$ cat src/rtl/pipe_ctrl_pkg.sv
// Shared types and constants for the pipeline hazard/stall control unit.
// Used by pipe_hazard_ctrl and hazard_loaduse_det.
package pipe_ctrl_pkg;

  localparam int unsigned REG_ADDR_W = 5;

  // Architectural zero register: never a real producer, so never a hazard.
  localparam logic [REG_ADDR_W-1:0] ZERO_REG = REG_ADDR_W'(0);

  typedef enum logic [1:0] {
    ST_RUN      = 2'd0,
    ST_MEM_WAIT = 2'd1,
    ST_ERROR    = 2'd2
  } ctrl_state_e;

  typedef enum logic [1:0] {
    CAUSE_NONE    = 2'd0,
    CAUSE_LOADUSE = 2'd1,
    CAUSE_MEMWAIT = 2'd2,
    CAUSE_ERROR   = 2'd3
  } stall_cause_e;

  typedef struct packed {
    logic pc;
    logic if_id;
    logic id_ex;
    logic ex_mem;
    logic mem_wb;
  } pipe_en_t;

  typedef struct packed {
    logic if_id;
    logic id_ex;
    logic ex_mem;
  } pipe_flush_t;

  localparam pipe_en_t    EN_ALL   = '{pc: 1'b1, if_id: 1'b1, id_ex: 1'b1, ex_mem: 1'b1, mem_wb: 1'b1};
  localparam pipe_en_t    EN_NONE  = '{pc: 1'b0, if_id: 1'b0, id_ex: 1'b0, ex_mem: 1'b0, mem_wb: 1'b0};
  localparam pipe_flush_t FL_NONE  = '{if_id: 1'b0, id_ex: 1'b0, ex_mem: 1'b0};
  localparam pipe_flush_t FL_ALL   = '{if_id: 1'b1, id_ex: 1'b1, ex_mem: 1'b1};

endpackage

$ cat src/rtl/hazard_loaduse_det.sv
// Combinational load-use detector: the load in EX writes a register the
// instruction in ID reads.
module hazard_loaduse_det
  import pipe_ctrl_pkg::*;
(
  input  logic [REG_ADDR_W-1:0] id_rs1,
  input  logic [REG_ADDR_W-1:0] id_rs2,
  input  logic [REG_ADDR_W-1:0] ex_rd,
  input  logic                  ex_memread,
  output logic                  loaduse_c
);

  assign loaduse_c = ex_memread && (ex_rd != ZERO_REG) &&
                     ((ex_rd == id_rs1) || (ex_rd == id_rs2));

endmodule

$ cat src/rtl/pipe_hazard_ctrl.sv
// Pipeline stall/flush control with memory-wait timeout supervision.
// Define PIPE_HAZARD_CTRL_PERF_EN to add the stall/flush performance counters.
module pipe_hazard_ctrl
  import pipe_ctrl_pkg::*;
#(
  parameter int unsigned MEM_TIMEOUT = 16,
  parameter int unsigned CNT_W       = 32
) (
  input  logic                  clk,
  input  logic                  arst_n,
  input  logic [REG_ADDR_W-1:0] id_rs1,
  input  logic [REG_ADDR_W-1:0] id_rs2,
  input  logic [REG_ADDR_W-1:0] ex_rd,
  input  logic                  ex_memread,
  input  logic                  mem_redirect,
  input  logic                  dmem_req,
  input  logic                  dmem_ack,
  output logic                  en_pc,
  output logic                  en_if_id,
  output logic                  en_id_ex,
  output logic                  en_ex_mem,
  output logic                  en_mem_wb,
  output logic                  flush_if_id,
  output logic                  flush_id_ex,
  output logic                  flush_ex_mem,
  output logic [1:0]            stall_cause,
  output logic                  mem_err
`ifdef PIPE_HAZARD_CTRL_PERF_EN
  ,
  output logic [CNT_W-1:0]      perf_loaduse_cnt,
  output logic [CNT_W-1:0]      perf_memwait_cnt,
  output logic [CNT_W-1:0]      perf_flush_cnt
`endif
);

  localparam int unsigned WCNT_W = $clog2(MEM_TIMEOUT + 1);
  localparam logic [WCNT_W-1:0] WCNT_LAST = WCNT_W'(MEM_TIMEOUT - 1);
  localparam logic [WCNT_W-1:0] WCNT_SAT  = WCNT_W'(MEM_TIMEOUT);

  if ((MEM_TIMEOUT < 1) || (CNT_W < 1)) begin : g_bad_params
    $error("pipe_hazard_ctrl: MEM_TIMEOUT and CNT_W must be at least 1");
  end

  ctrl_state_e       state;
  logic [WCNT_W-1:0] wait_cnt;
  logic              loaduse_c;
  logic              mem_pending_c;
  logic              redirect_c;
  pipe_en_t          en_c;
  pipe_flush_t       flush_c;
  stall_cause_e      cause_c;

  hazard_loaduse_det u_loaduse (
    .id_rs1    (id_rs1),
    .id_rs2    (id_rs2),
    .ex_rd     (ex_rd),
    .ex_memread(ex_memread),
    .loaduse_c (loaduse_c)
  );

  assign mem_pending_c = dmem_req && !dmem_ack;

  // Priority resolve: freeze > redirect > load-use; zero latency from inputs.
  always_comb begin
    en_c       = EN_ALL;
    flush_c    = FL_NONE;
    cause_c    = CAUSE_NONE;
    redirect_c = 1'b0;
    if (state == ST_ERROR) begin
      en_c    = EN_NONE;
      cause_c = CAUSE_ERROR;
    end else if (mem_pending_c) begin
      en_c    = EN_NONE;
      cause_c = CAUSE_MEMWAIT;
    end else if (mem_redirect) begin
      flush_c    = FL_ALL;
      redirect_c = 1'b1;
    end else if (loaduse_c) begin
      en_c.pc       = 1'b0;
      en_c.if_id    = 1'b0;
      flush_c.id_ex = 1'b1;
      cause_c       = CAUSE_LOADUSE;
    end
  end

  assign en_pc        = en_c.pc;
  assign en_if_id     = en_c.if_id;
  assign en_id_ex     = en_c.id_ex;
  assign en_ex_mem    = en_c.ex_mem;
  assign en_mem_wb    = en_c.mem_wb;
  assign flush_if_id  = flush_c.if_id;
  assign flush_id_ex  = flush_c.id_ex;
  assign flush_ex_mem = flush_c.ex_mem;
  assign stall_cause  = cause_c;

  // Memory handshake supervisor; ERROR is terminal until reset.
  always_ff @(posedge clk or negedge arst_n) begin
    if (!arst_n) begin
      state    <= ST_RUN;
      wait_cnt <= '0;
      mem_err  <= 1'b0;
    end else begin
      case (state)
        ST_RUN: begin
          wait_cnt <= '0;
          if (mem_pending_c) state <= ST_MEM_WAIT;
        end
        ST_MEM_WAIT: begin
          if (dmem_ack) begin
            state    <= ST_RUN;
            wait_cnt <= '0;
          end else if (wait_cnt == WCNT_LAST) begin
            state    <= ST_ERROR;
            wait_cnt <= WCNT_SAT;
            mem_err  <= 1'b1;
          end else begin
            wait_cnt <= wait_cnt + WCNT_W'(1);
          end
        end
        ST_ERROR: begin
          wait_cnt <= WCNT_SAT;
          mem_err  <= 1'b1;
        end
        default: begin
          state    <= ST_RUN;
          wait_cnt <= '0;
        end
      endcase
    end
  end

`ifdef PIPE_HAZARD_CTRL_PERF_EN
  // Free-running event counters, wrapping modulo 2^CNT_W.
  always_ff @(posedge clk or negedge arst_n) begin
    if (!arst_n) begin
      perf_loaduse_cnt <= '0;
      perf_memwait_cnt <= '0;
      perf_flush_cnt   <= '0;
    end else begin
      if (cause_c == CAUSE_LOADUSE) perf_loaduse_cnt <= perf_loaduse_cnt + CNT_W'(1);
      if (cause_c == CAUSE_MEMWAIT) perf_memwait_cnt <= perf_memwait_cnt + CNT_W'(1);
      if (redirect_c)               perf_flush_cnt   <= perf_flush_cnt + CNT_W'(1);
    end
  end
`endif

endmodule

$ cat config.mk
export PLATFORM = sky130hd
export DESIGN_NAME = pipe_hazard_ctrl
export DESIGN_NICKNAME = d
export VERILOG_FILES = /design/src/rtl/pipe_ctrl_pkg.sv /design/src/rtl/hazard_loaduse_det.sv /design/src/rtl/pipe_hazard_ctrl.sv
export SDC_FILE = /design/constraint.sdc
export NUM_CORES = 1
export LEC_CHECK = 0
export ABC_AREA = 1
export ABC_CLOCK_PERIOD_IN_PS = 1250
export BUFFER_PORTS_ARGS = -buffer_cell sky130_fd_sc_hd__buf_2
export CAP_MARGIN = 20
export CORE_UTILIZATION = 39
export DETAILED_ROUTE_END_ITERATION = 12
export PLACE_DENSITY = 0.76
export SETUP_SLACK_MARGIN = 0.15
export SLEW_MARGIN = 20
export SYNTH_ARGS = -nofsm -noshare
export SYNTH_HDL_FRONTEND = slang
export SYNTH_SLANG_ARGS = --single-unit
$ cat constraint.sdc
create_clock -name clk -period 1.25 [get_ports clk]
set_input_delay 0.125 -clock clk [delete_from_list [all_inputs] [get_ports clk]]
set_output_delay 0.125 -clock clk [all_outputs]
set_load 0.02 [all_outputs]
After elaboration in Yosys (flattened, before gate mapping). Index checks and enable logic that the tools add are counted.

Word-level logic and storage cells: 48. Output and inout bits: 11. Register bits after elaboration: 8.

Reduce and logical (&&, ||, !) cells: 10. Bitwise gates (word level): 1. Add/subtract/negate cells: 1. Equality and inequality tests: 9. Multiplexer cells: 24.

Operators with widths (count): 2-bit two-way mux (8); 5-bit two-way mux (3); 5-bit == test (2); 5-bit one-hot mux with 2 select lines (1); 3-bit two-way mux (3); 1-bit two-way mux (7); 2-bit != test (second input constant) (3); 2-bit one-hot mux with 3 select lines (1); 3-bit AND reduction (2); 5-bit by 1-bit adder with 5-bit output (second input constant) (1); 5-bit by 4-bit == test with 1-bit output (second input constant) (1); 5-bit nonzero test (1); 1-bit logical AND (3); 3-bit != test (second input constant) (1); 2-bit by 1-bit == test with 1-bit output (second input constant) (1); 2-bit == test (second input constant) (1); 2-bit zero test (1); 1-bit one-hot mux with 2 select lines (1); 2-bit nonzero test (1); 1-bit zero test (1); 1-bit logical OR (1); 1-bit inverter (1).

Logic depth before layout (Yosys ltp). Gate-level depths: netlist of run 1.

Word-level depth: 7. Mapped depth: 10.

Cells and area by module. Synthesis of run 1 repeated with hierarchy kept, for this count alone.

Cell total of the unflattened synthesis: 107. Area total of the unflattened synthesis: 709.4 sq um.

By module, submodules not included: pipe_hazard_ctrl (area each 514.2 sq um, cells each 62, times used 1); hazard_loaduse_det (area each 195.2 sq um, cells each 45, times used 1).

Least setup slack after synthesis of run 1. OpenSTA, ideal clock, no wires.

Path type: register -> output. From: register state[0]. To: output en_pc. Path slack: -0.411 ns. Arrival: 1.536 ns. Stages on the path, launching flop included: 9. Buffers on the path: 1. Cells stage by stage: dfrtp_1 -> inv_1 -> ha_1 -> inv_1 -> nand2_1 -> inv_1 -> nand2_1 -> inv_1 -> buf_4.

Cells in the longest elaborated chain, start to end: 2.

RTL lines: start: declaration (RTL line pipe_hazard_ctrl.sv:44) `ctrl_state_e state;`; start signal: assignment (RTL line pipe_hazard_ctrl.sv:99) `state <= ST_RUN;`; start signal: assignment (RTL line pipe_hazard_ctrl.sv:106) `if (mem_pending_c) state <= ST_MEM_WAIT;`; start signal: assignment (RTL line pipe_hazard_ctrl.sv:110) `state <= ST_RUN;`; 2-bit == test (RTL line pipe_hazard_ctrl.sv:69) `if (state == ST_ERROR) begin`; 5-bit two-way mux (RTL line pipe_hazard_ctrl.sv:69); end: declaration (RTL line pipe_hazard_ctrl.sv:18) `output logic en_pc,`.

Every way passes these cells.

Worst setup path after layout of run 1.
From: register wait_cnt[1]. To: register wait_cnt[2].

Cells in the longest elaborated chain, start to end: 4. Elaborated cells between the ends (all ways): 5. Those cells by class: add/sub: 1; eq/ne: 1; mux: 3.

RTL lines: start: declaration (RTL line pipe_hazard_ctrl.sv:45) `logic [WCNT_W-1:0] wait_cnt;`; start signal: assignment (RTL line pipe_hazard_ctrl.sv:117) `wait_cnt <= wait_cnt + WCNT_W'(1);`; 5-bit by 1-bit adder with 5-bit output / 5-bit by 4-bit == test with 1-bit output (equally long branches) (RTL line pipe_hazard_ctrl.sv:117, pipe_hazard_ctrl.sv:112); 5-bit two-way mux (*) (RTL line pipe_hazard_ctrl.sv:112) `end else if (wait_cnt == WCNT_LAST) begin`; 5-bit two-way mux (*) (RTL line pipe_hazard_ctrl.sv:109) `if (dmem_ack) begin`; 5-bit one-hot mux with 2 select lines (*) (RTL line pipe_hazard_ctrl.sv:103) `case (state)`.

Every way passes the cells marked *; elsewhere a longest branch is shown, timed or not. A chain may end at the register's enable or synchronous reset.

==> impl_metrics.py, run 1 <==
metrics = {
    "clock_tree": {
        "cts_buffer_depth": 2,
        "clock-root-buffer": "clkbuf_4",
        "clock-sinks": 8,
        "cts_tree": "yes",
        "cts_max_level": 1,
        "cts_buffers": 3,
        "clkTransAtPathRegs_ns": 0.06,
        "worstSkewPairLatency_ns": 0.25,
    },
    "timing": {
        "fin_ws_ns": -0.142,
        "timing.final.crit_period_ns": 1.39,
        "clock_skew_ns": 0.00347,
        "finalCritPeriodShare": 1.11,
        "setup_viol": 17,
        "worst_pin_slew_ns": 0.293,
        "fmax_ghz": 0.718,
        "hold_viol": 0,
        "slew_headroom": 0.804,
        "grt_setup_unrepaired": "yes",
        "finalMaxSlewViolations": 0,
    },
    "critical_path": {
        "worst-path-max-fanout": 3,
        "cp-start-kind": "flop",
        "r2r_slack_ns": -0.14,
        "arrival_ns": 1.56,
        "crit_chain": "ha_2 -> nand2_2 -> nor2_2 -> ha_2 -> nand3b_1 -> nor3b_2",
        "cp.depth": 6,
        "reg2regPathDepth": 6,
        "critPathCapture": "wait_cnt[2]$_DFF_PN0_",
        "path_buf_inv": 0,
        "critPathLaunch": "wait_cnt[1]$_DFF_PN0_",
        "cp_common_cell": "ha_2",
        "slowest_delay_ns": 0.38,
        "cp_slowest_cell": "dfrtp_1",
        "critPathCaptureType": "flop",
        "cp_data_required_time_ns": 1.42,
        "path_delay_family": "simple AND/OR/NAND/NOR gates",
        "critPathKind": "reg2reg",
        "reg2reg_from": "wait_cnt[1]$_DFF_PN0_",
        "r2r_end": "wait_cnt[2]$_DFF_PN0_",
    },
    "drt": {
        "drc": 3,
        "vias": 783,
        "vias_per_cell": 4.53,
        "drtIter0Drc": 16,
        "ant_nets": 0,
        "wl_um": 1860,
        "wl_per_cell_um": 10.8,
        "firstDrtPassIters": 9,
    },
    "logic_synthesis": {
        "synthesis.instances": 109,
        "synth_cell_types": 20,
        "synth_nets": 135,
        "synth_warnings": 0,
        "ys_ff_latch": 8,
        "yosysTopAreaCell": "dfrtp_1",
        "syn_area_per_cell_um2": 6.39,
        "synth_top_area_frac": 0.287,
        "synthTopCellsByArea": "dfrtp_1, nand2_1, inv_1",
        "netlist_area_um2": 697,
        "yosysSeqAreaShare": 0.287,
    },
    "run": {
        "cap_violations": 0,
    },
    "floorplanning": {
        "die_w_um": 44.3,
        "fp-row-count": 14,
        "die_h_um": 44.3,
        "die_area_um2": 1960,
        "io_pins": 32,
        "core_area_um2": 1590,
        "start_util": 0.437,
    },
    "placed_design": {
        "dp_cells": 162,
        "portBuffers": 31,
        "place_congestion": 0.765,
        "place_ws_ns": -0.110,
        "hpwl_um": 1230,
    },
    "final_layout": {
        "diodes": 0,
        "most-common-layout-cells": "buf_2, nand2_1, nor2_1",
        "regArea_um2": 200,
        "layoutNonFillerInstCount": 173,
        "fillers": 114,
        "final_common_cell": "buf_2",
        "area_growth_syn_to_layout_pct": 61.0,
        "multiInputGateArea_um2": 490,
        "layout.nets": 177,
        "layout-drive-gt1-share": 0.510,
    },
    "run_status": {
        "status": "finished with violations",
        "violations": "DRC, setup timing",
    },
    "hold_path": {
        "hold_class": "in2async",
    },
    "global_routing": {
        "overflow": 0,
        "grt_usage": 0.210,
        "grt_max_degree": 9,
        "grt_pass1_wl_um": 3080,
        "grt_pass1_vias": 755,
        "antenna_found_initial": 0,
    },
    "power": {
        "p_per_area_nw_per_um2": 1500,
        "irDropWorstVdd_mv": 1.11,
        "power_leakage_nw": 0.603,
    },
}
## stage by stage
step,utilization,power [W],hold slack [ns],area (um^2),setup TNS (ns)
after floorplan,-,0.000947,-0.171,777,-0.0169
after CTS,0.678,0.00155,0.246,1080,-1.19
after detailed placement,0.589,0.00113,-0.0213,940,-0.175
after global placement,0.589,0.00112,-0.0286,940,-0.0489
final,0.704,0.00168,0.243,1120,-1.60
after global routing,0.704,0.00178,0.259,1120,-2.49
## cell type report
class                           instances  area share
Timing Repair Buffer                   41       0.241
Tap cell                               24      0.0268
Inverter                               25      0.0970
Clock buffer                            3      0.0201
Multi-Input combinational cell         72       0.437
Sequential cell                         8       0.178
## power breakdown
group | internal, W | switching [W] | total [W]
clock network | 0.000110 | 0.0000876 | 0.000197
registers | 0.000326 | 0.0000397 | 0.000365
logic | 0.000508 | 0.000609 | 0.00112
## layer usage
layer	wire length, um	vias up	share of wire	track usage
met4	25	0	0.013	0.0667
met5	0	-	0	0
met2	970	27	0.52	0.379
met1	789	347	0.42	0.248
met3	77	4	0.041	0.0408
li1	-	405	-	-
## kinds of logic after synthesis
group,after synthesis,share of synthesized area
AOI/OAI and AO/OA,7,0.0610
xor gates and xnor gates,3,0.0377
adders and majority gates,5,0.0898
buffers and inverters,29,0.178
DFF,8,0.287
and+or+nand+nor,57,0.346
## what timing repair did
item | CTS | global route
hold buffers | 1 | 0
gates resized for setup | 20 | 9
pin swaps | 8 | 8
endpoints found under the hold margin | 8 | 0
buffers inserted | 6 | 1
gates cloned | 0 | 0
endpoints found under the setup margin | 18 | 18
## cells in the mapped netlist
cell and number:
nand2_1 29, inv_1 18, nor2_1 16, dfrtp_1 8, ha_1 5, inv_2 5
nand3_1 5, buf_4 4, nand2_2 3, a21oi_1 2, clkinv_1 2, nor3b_1 2
o21ai_0 2, xnor2_1 2, a211o_1 1, a21oi_2 1, nand3b_1 1, nand4_1 1
o21ai_1 1, xor2_1 1
## registers in the layout, indices dropped and copies added, names as in the netlist
| name | count |
|---|---|
| mem_err | 1 |
| state | 2 |
| wait_cnt | 5 |
## worst min path at each step
stage | start | endpoint | slack [ns] | depth (start not counted)
floorplan | arst_n | mem_err$_DFFE_PN0P_ | -0.17 | 0
global placement | arst_n | wait_cnt[3]$_DFF_PN0_ | -0.03 | 1
detailed placement | arst_n | wait_cnt[2]$_DFF_PN0_ | -0.02 | 1
CTS | arst_n | wait_cnt[1]$_DFF_PN0_ | 0.25 | 2
global route | arst_n | wait_cnt[1]$_DFF_PN0_ | 0.26 | 2
finish | arst_n | wait_cnt[1]$_DFF_PN0_ | 0.24 | 2
Note: power is estimated with default switching activity, not from simulation.
==> inputs of run 2 (changes only) <==
Settings changed: ABC_CLOCK_PERIOD_IN_PS 1250 to 1200, CAP_MARGIN 20 to unset.
Clock period 1.25 ns to 1.2 ns, I/O delays scaled along.
==> run 2 against run 1 <==
Effect of this change: the run still ends with DRC, setup timing left; clock power is 15% higher; non-clock buffer count is 4 higher; highest routed layer unchanged; critical path type unchanged; first-iteration DRC count is 44% higher; combinational power is 9.8% higher.
==> impl_metrics.py, run 2 (synthesized netlist as in run 1, its figures left out) <==
metrics = {
    "final_layout": {
        "fin_util": 0.733,
        "reg_top3": "wait_cnt: 5 flops, state: 2 flops, mem_err: 1 flops",
        "top_register": "wait_cnt",
        "diodes": 0,
        "most-common-layout-cells": "buf_2, nand2_1, nor2_1",
        "area_growth_syn_to_layout_pct": 67.7,
        "fillers": 122,
        "layout-drive-gt1-share": 0.516,
        "largest_register_ffs": 5,
        "multiInputGateArea_um2": 492,
        "regArea_um2": 200,
        "layout.nets": 181,
        "final_common_cell": "buf_2",
    },
    "floorplanning": {
        "fp-row-count": 14,
        "die_h_um": 44.3,
        "io_pins": 32,
        "start_util": 0.437,
        "core_area_um2": 1590,
        "die_w_um": 44.3,
        "die_area_um2": 1960,
    },
    "run_status": {
        "violations": "DRC, setup timing",
        "status": "finished with violations",
    },
    "power": {
        "irDropWorstVdd_mv": 1.13,
        "p_per_area_nw_per_um2": 1570,
        "power_leakage_nw": 0.628,
        "total_power_w": 0.00184,
    },
    "timing": {
        "hold_slack_ns": 0.233,
        "slew_headroom": 0.811,
        "clock_skew_ns": 0.00469,
        "timing.final.crit_period_ns": 1.45,
        "finalMaxSlewViolations": 0,
        "worst_pin_slew_ns": 0.283,
        "fmax_ghz": 0.687,
        "finalSetupTns_ns": -3.09,
        "hold_viol": 0,
        "fin_ws_ns": -0.255,
        "finalCritPeriodShare": 1.21,
        "setup_viol": 18,
        "grt_setup_unrepaired": "yes",
    },
    "placed_design": {
        "hpwl_um": 1180,
        "place_congestion": 0.785,
        "portBuffers": 31,
        "place_ws_ns": -0.126,
    },
    "critical_path": {
        "slowest_delay_ns": 0.42,
        "critPathKind": "reg2reg",
        "cp-start-kind": "flop",
        "cp_common_cell": "buf_6",
        "arrival_ns": 1.64,
        "crit_chain": "buf_6 -> buf_6 -> inv_4 -> ha_4 -> nand2_4 -> inv_2 -> nand3b_1 -> nor3b_2",
        "cp_data_required_time_ns": 1.38,
        "reg2regPathDepth": 8,
        "critPathLaunch": "state[1]$_DFFE_PN0P_",
        "reg2reg_from": "state[1]$_DFFE_PN0P_",
        "cp_slowest_cell": "dfrtp_1",
        "critPathCaptureType": "flop",
        "worst-path-max-fanout": 3,
    },
    "hold_path": {
        "hold_class": "in2async",
    },
    "drt": {
        "drtIter0Drc": 23,
        "wl_per_cell_um": 11.6,
        "drc": 2,
        "vias": 837,
        "ant_nets": 0,
        "wl_um": 2050,
        "vias_per_cell": 4.73,
        "firstDrtPassIters": 11,
    },
    "global_routing": {
        "grt_usage": 0.196,
        "grt_pass1_wl_um": 2790,
        "antenna_found_initial": 0,
        "overflow": 0,
        "grt_max_degree": 9,
        "grt_pass1_vias": 697,
    },
    "clock_tree": {
        "cts_tree": "yes",
        "clock-sinks": 8,
        "clock-root-buffer": "clkbuf_4",
        "clkTransAtPathRegs_ns": 0.06,
        "cts_buffers": 3,
        "worstSkewPairLatency_ns": 0.26,
        "cts_max_level": 1,
        "cts_buffer_depth": 2,
    },
    "run": {
        "cap_violations": 0,
    },
}
-- run 2: cell count changes in the layout (fill, tap and decap cells not counted) --
cell,change
a21oi_1,+1
nor2_2,-1
buf_6,+4
nor2_4,+1
a21oi_2,-1
-- run 2: per-layer routing --
metal  vias to the layer above  track usage  share of wire
li1                        409            -              -
met3                         6       0.0367          0.052
met5                         -            0              0
met4                         0       0.0545          0.029
met1                       385        0.232           0.41
met2                        37        0.359           0.50
-- run 2: stage by stage --
stage          cells  area (um^2)
5_1_grt          177         1170
3_5_place_dp     163          947
3_3_place_gp     163          947
6_report         177         1170
4_1_cts          173         1100
2_1_floorplan    109          781
-- run 2: path summary, 6_finish.rpt --
kind	slack [ns]	to
setup reg to reg	-0.25	wait_cnt[2]$_DFF_PN0_
setup / recovery	-0.25	wait_cnt[2]$_DFF_PN0_
hold / removal	0.23	mem_err$_DFFE_PN0P_
min in group clk	0.32	mem_err$_DFFE_PN0P_
max in group asynchronous	0.79	wait_cnt[1]$_DFF_PN0_
hold reg to reg	0.48	mem_err$_DFFE_PN0P_
-- run 2: where the power goes --
| part | switching (W) | internal (W) |
|---|---|---|
| registers | 0.0000455 | 0.000339 |
| logic | 0.000641 | 0.000585 |
| clock network | 0.000111 | 0.000116 |
-- run 2: area by class of cell --
cell class	count	share of cell area
Multi-Input combinational cell	72	0.421
Timing Repair Buffer	45	0.270
Sequential cell	8	0.171
Inverter	25	0.0931
Tap cell	24	0.0257
Clock buffer	3	0.0193
-- run 2: what timing repair did --
action | in CTS | in global routing
hold buffers | 1 | 0
hold endpoints to repair | 8 | 0
pin swaps | 7 | 9
setup endpoints to repair | 18 | 18
resized for setup | 24 | 9
buffers inserted | 6 | 4
-- run 2: worst max-delay path: cells and delay by family, from the launching register on --
kind                     cells  cell delay [ns]
adder cells (fa/ha/maj)      1             0.14
buffers and inverters        4             0.36
flip-flops                   1             0.42
AND/OR/NAND/NOR              3             0.44
==> inputs of run 3 (changes only) <==
Settings changed: BUFFER_PORTS_ARGS -buffer_cell sky130_fd_sc_hd__buf_2 to unset, CELL_PAD_IN_SITES_DETAIL_PLACEMENT set to 1, CELL_PAD_IN_SITES_GLOBAL_PLACEMENT set to 2, CORE_ASPECT_RATIO set to 0.6, CORE_UTILIZATION 39 to 26, DONT_BUFFER_PORTS set to 1, PLACE_DENSITY 0.76 to 0.75.
==> run 3 against run 2 <==
Effect of this change: the run ends with setup timing left; sequential power rose by 9.6%; maximum frequency rose by 5.1%; die area rose by 48%; sequential share of layout area rose by 1.1 points; critical path depth fell by 2; count of clock-buffer cells in the layout did not move; first-iteration DRC count fell by 52%; global-route usage fell by 3.7 points; via count fell by 15%; design area fell by 5.8%; largest power group unchanged.
==> impl_metrics.py, run 3 (synthesized netlist as in run 1, its figures left out) <==
metrics = {
    "run_status": {
        "status": "finished with violations",
        "violations": "setup timing",
    },
    "floorplanning": {
        "start_util": 0.276,
        "io_pins": 32,
        "die_area_um2": 2900,
        "die_h_um": 42.1,
        "fp-row-count": 14,
        "core_area_um2": 2520,
        "die_w_um": 68.8,
    },
    "run": {
        "cap_violations": 0,
    },
    "global_routing": {
        "antenna_found_initial": 0,
        "grt_pass1_vias": 762,
        "grt_pass1_wl_um": 3440,
        "overflow": 0,
        "grt_usage": 0.159,
        "grt_max_degree": 9,
    },
    "power": {
        "power_leakage_nw": 0.550,
        "irDropWorstVdd_mv": 0.519,
        "p_per_area_nw_per_um2": 1800,
        "power_frac_clock": 0.160,
        "internal_power_w": 0.00114,
        "swShare": 0.426,
        "seq_power_share": 0.212,
        "pwr-share-comb": 0.627,
        "switching_power_w": 0.000845,
    },
    "critical_path": {
        "critPathCaptureType": "flop",
        "cp-start-kind": "flop",
        "worst-path-max-fanout": 3,
        "critPathKind": "reg2reg",
        "arrival_ns": 1.53,
        "cp_data_required_time_ns": 1.35,
    },
    "drt": {
        "drc": 0,
        "ant_nets": 0,
        "wl_per_cell_um": 14.0,
        "vias": 713,
        "firstDrtPassIters": 4,
        "drtIter0Drc": 11,
        "vias_per_cell": 4.54,
        "wl_um": 2190,
    },
    "timing": {
        "clock_skew_ns": 0.00183,
        "hold_viol": 0,
        "worst_pin_slew_ns": 0.388,
        "finalMaxSlewViolations": 0,
        "slew_headroom": 0.741,
        "setup_viol": 17,
        "grt_setup_unrepaired": "yes",
        "timing.final.crit_period_ns": 1.38,
        "fmax_ghz": 0.723,
        "finalCritPeriodShare": 1.15,
        "fin_ws_ns": -0.184,
        "finalSetupTns_ns": -2.09,
    },
    "clock_tree": {
        "worstSkewPairLatency_ns": 0.23,
        "clock-sinks": 8,
        "clkTransAtPathRegs_ns": 0.04,
        "cts_buffer_depth": 2,
        "clock-root-buffer": "clkbuf_8",
        "cts_buffers": 3,
        "cts_max_level": 1,
        "cts_tree": "yes",
    },
    "final_layout": {
        "final_common_cell": "nand2_1",
        "area_growth_syn_to_layout_pct": 58.0,
        "top_register": "wait_cnt",
        "diodes": 0,
        "largest_register_ffs": 5,
        "stdcell_area_um2": 1100,
        "layoutNonFillerInstCount": 157,
        "reg_top3": "wait_cnt: 5 flops, state: 2 flops, mem_err: 1 flops",
        "layout-drive-gt1-share": 0.408,
        "most-common-layout-cells": "nand2_1, nor2_1, inv_1",
        "layout.nets": 153,
    },
    "hold_path": {
        "hold_class": "in2reg",
    },
    "placed_design": {
        "hpwl_um": 1490,
        "portBuffers": 0,
        "dpl_cell_area_um2": 830,
        "place_congestion": 0.744,
        "dp_cells": 142,
    },
}
==> run 3: changes by cell type in the layout (fill, tap and decap cells not counted), moves of 2 or more <==
cell      change
ha_2          -3
nand2_2       -2
ha_4          +3
buf_6         -6
clkbuf_8      +3
buf_4         +2
buf_2        -25
clkbuf_4      -3
inv_4         -2
==> run 3: path summary, 6_finish.rpt <==
check                                      start                    end  slack [ns]  cells past startpoint
setup / recovery           wait_cnt[0]$_DFF_PN0_  wait_cnt[2]$_DFF_PN0_       -0.18                      6
min in group asynchronous                 arst_n    mem_err$_DFFE_PN0P_        0.25                      1
setup reg to reg           wait_cnt[0]$_DFF_PN0_  wait_cnt[2]$_DFF_PN0_       -0.18                      6
hold / removal                          dmem_ack    mem_err$_DFFE_PN0P_        0.24                      4
hold reg to reg            wait_cnt[3]$_DFF_PN0_  wait_cnt[3]$_DFF_PN0_        0.56                      2
max in group asynchronous                 arst_n  wait_cnt[0]$_DFF_PN0_        0.67                      1
==> run 3: final cells by class <==
type | instances | area, um^2
clock buffer | 3 | 41.3
fill | 298 | 1420
inverter | 25 | 121
multi-input combinational | 72 | 541
sequential | 8 | 200
tap | 32 | 40.0
timing repair buffer | 17 | 158
==> run 3: per-stage QoR <==
stage	total power (W)	worst slack, ns	util	hold slack [ns]
after floorplan	0.000993	-0.0669	-	-0.176
after global placement	0.00116	-0.118	0.329	-0.175
after detailed placement	0.00116	-0.197	0.329	-0.175
after CTS	0.00173	-0.171	0.399	0.224
after global routing	0.00212	-0.241	0.437	0.274
final	0.00198	-0.184	0.437	0.239
==> run 3: metal layers <==
metal / vias up / wire length (um) / part of all wire / global-route usage
met5: - / 0 / 0 / 0
met4: 0 / 29 / 0.013 / 0.0163
met3: 4 / 114 / 0.052 / 0.0489
met2: 21 / 1070 / 0.49 / 0.260
met1: 333 / 981 / 0.45 / 0.210
li1: 355 / - / - / -
==> run 3: worst max-delay path, cell delays in order (launching register included) <==
cell      delay (ns)
dfrtp_1         0.42
ha_4            0.19
nand2_4         0.06
nor2_4          0.04
ha_4            0.17
nand3b_1        0.23
nor3b_2         0.20
==> run 3: repair_timing <==
| action | in CTS | in global routing |
|---|---|---|
| hold endpoints to repair | 8 | 0 |
| buffers inserted | 7 | 4 |
| setup endpoints to repair | 18 | 18 |
| resized for setup | 17 | 13 |
| hold buffers | 1 | 0 |
| pin swaps | 9 | 11 |
| cloned | 0 | 0 |
==> run 3: power by group through the flow <==
stage / Clock, W / Combinational (W) / Sequential [W]
2_1_floorplan: 0 / 0.000587 / 0.000405
3_3_place_gp: 0 / 0.000748 / 0.000413
3_5_place_dp: 0 / 0.000746 / 0.000418
4_1_cts: 0.000327 / 0.000992 / 0.000408
5_1_grt: 0.000336 / 0.00136 / 0.000426
6_report: 0.000318 / 0.00124 / 0.000421
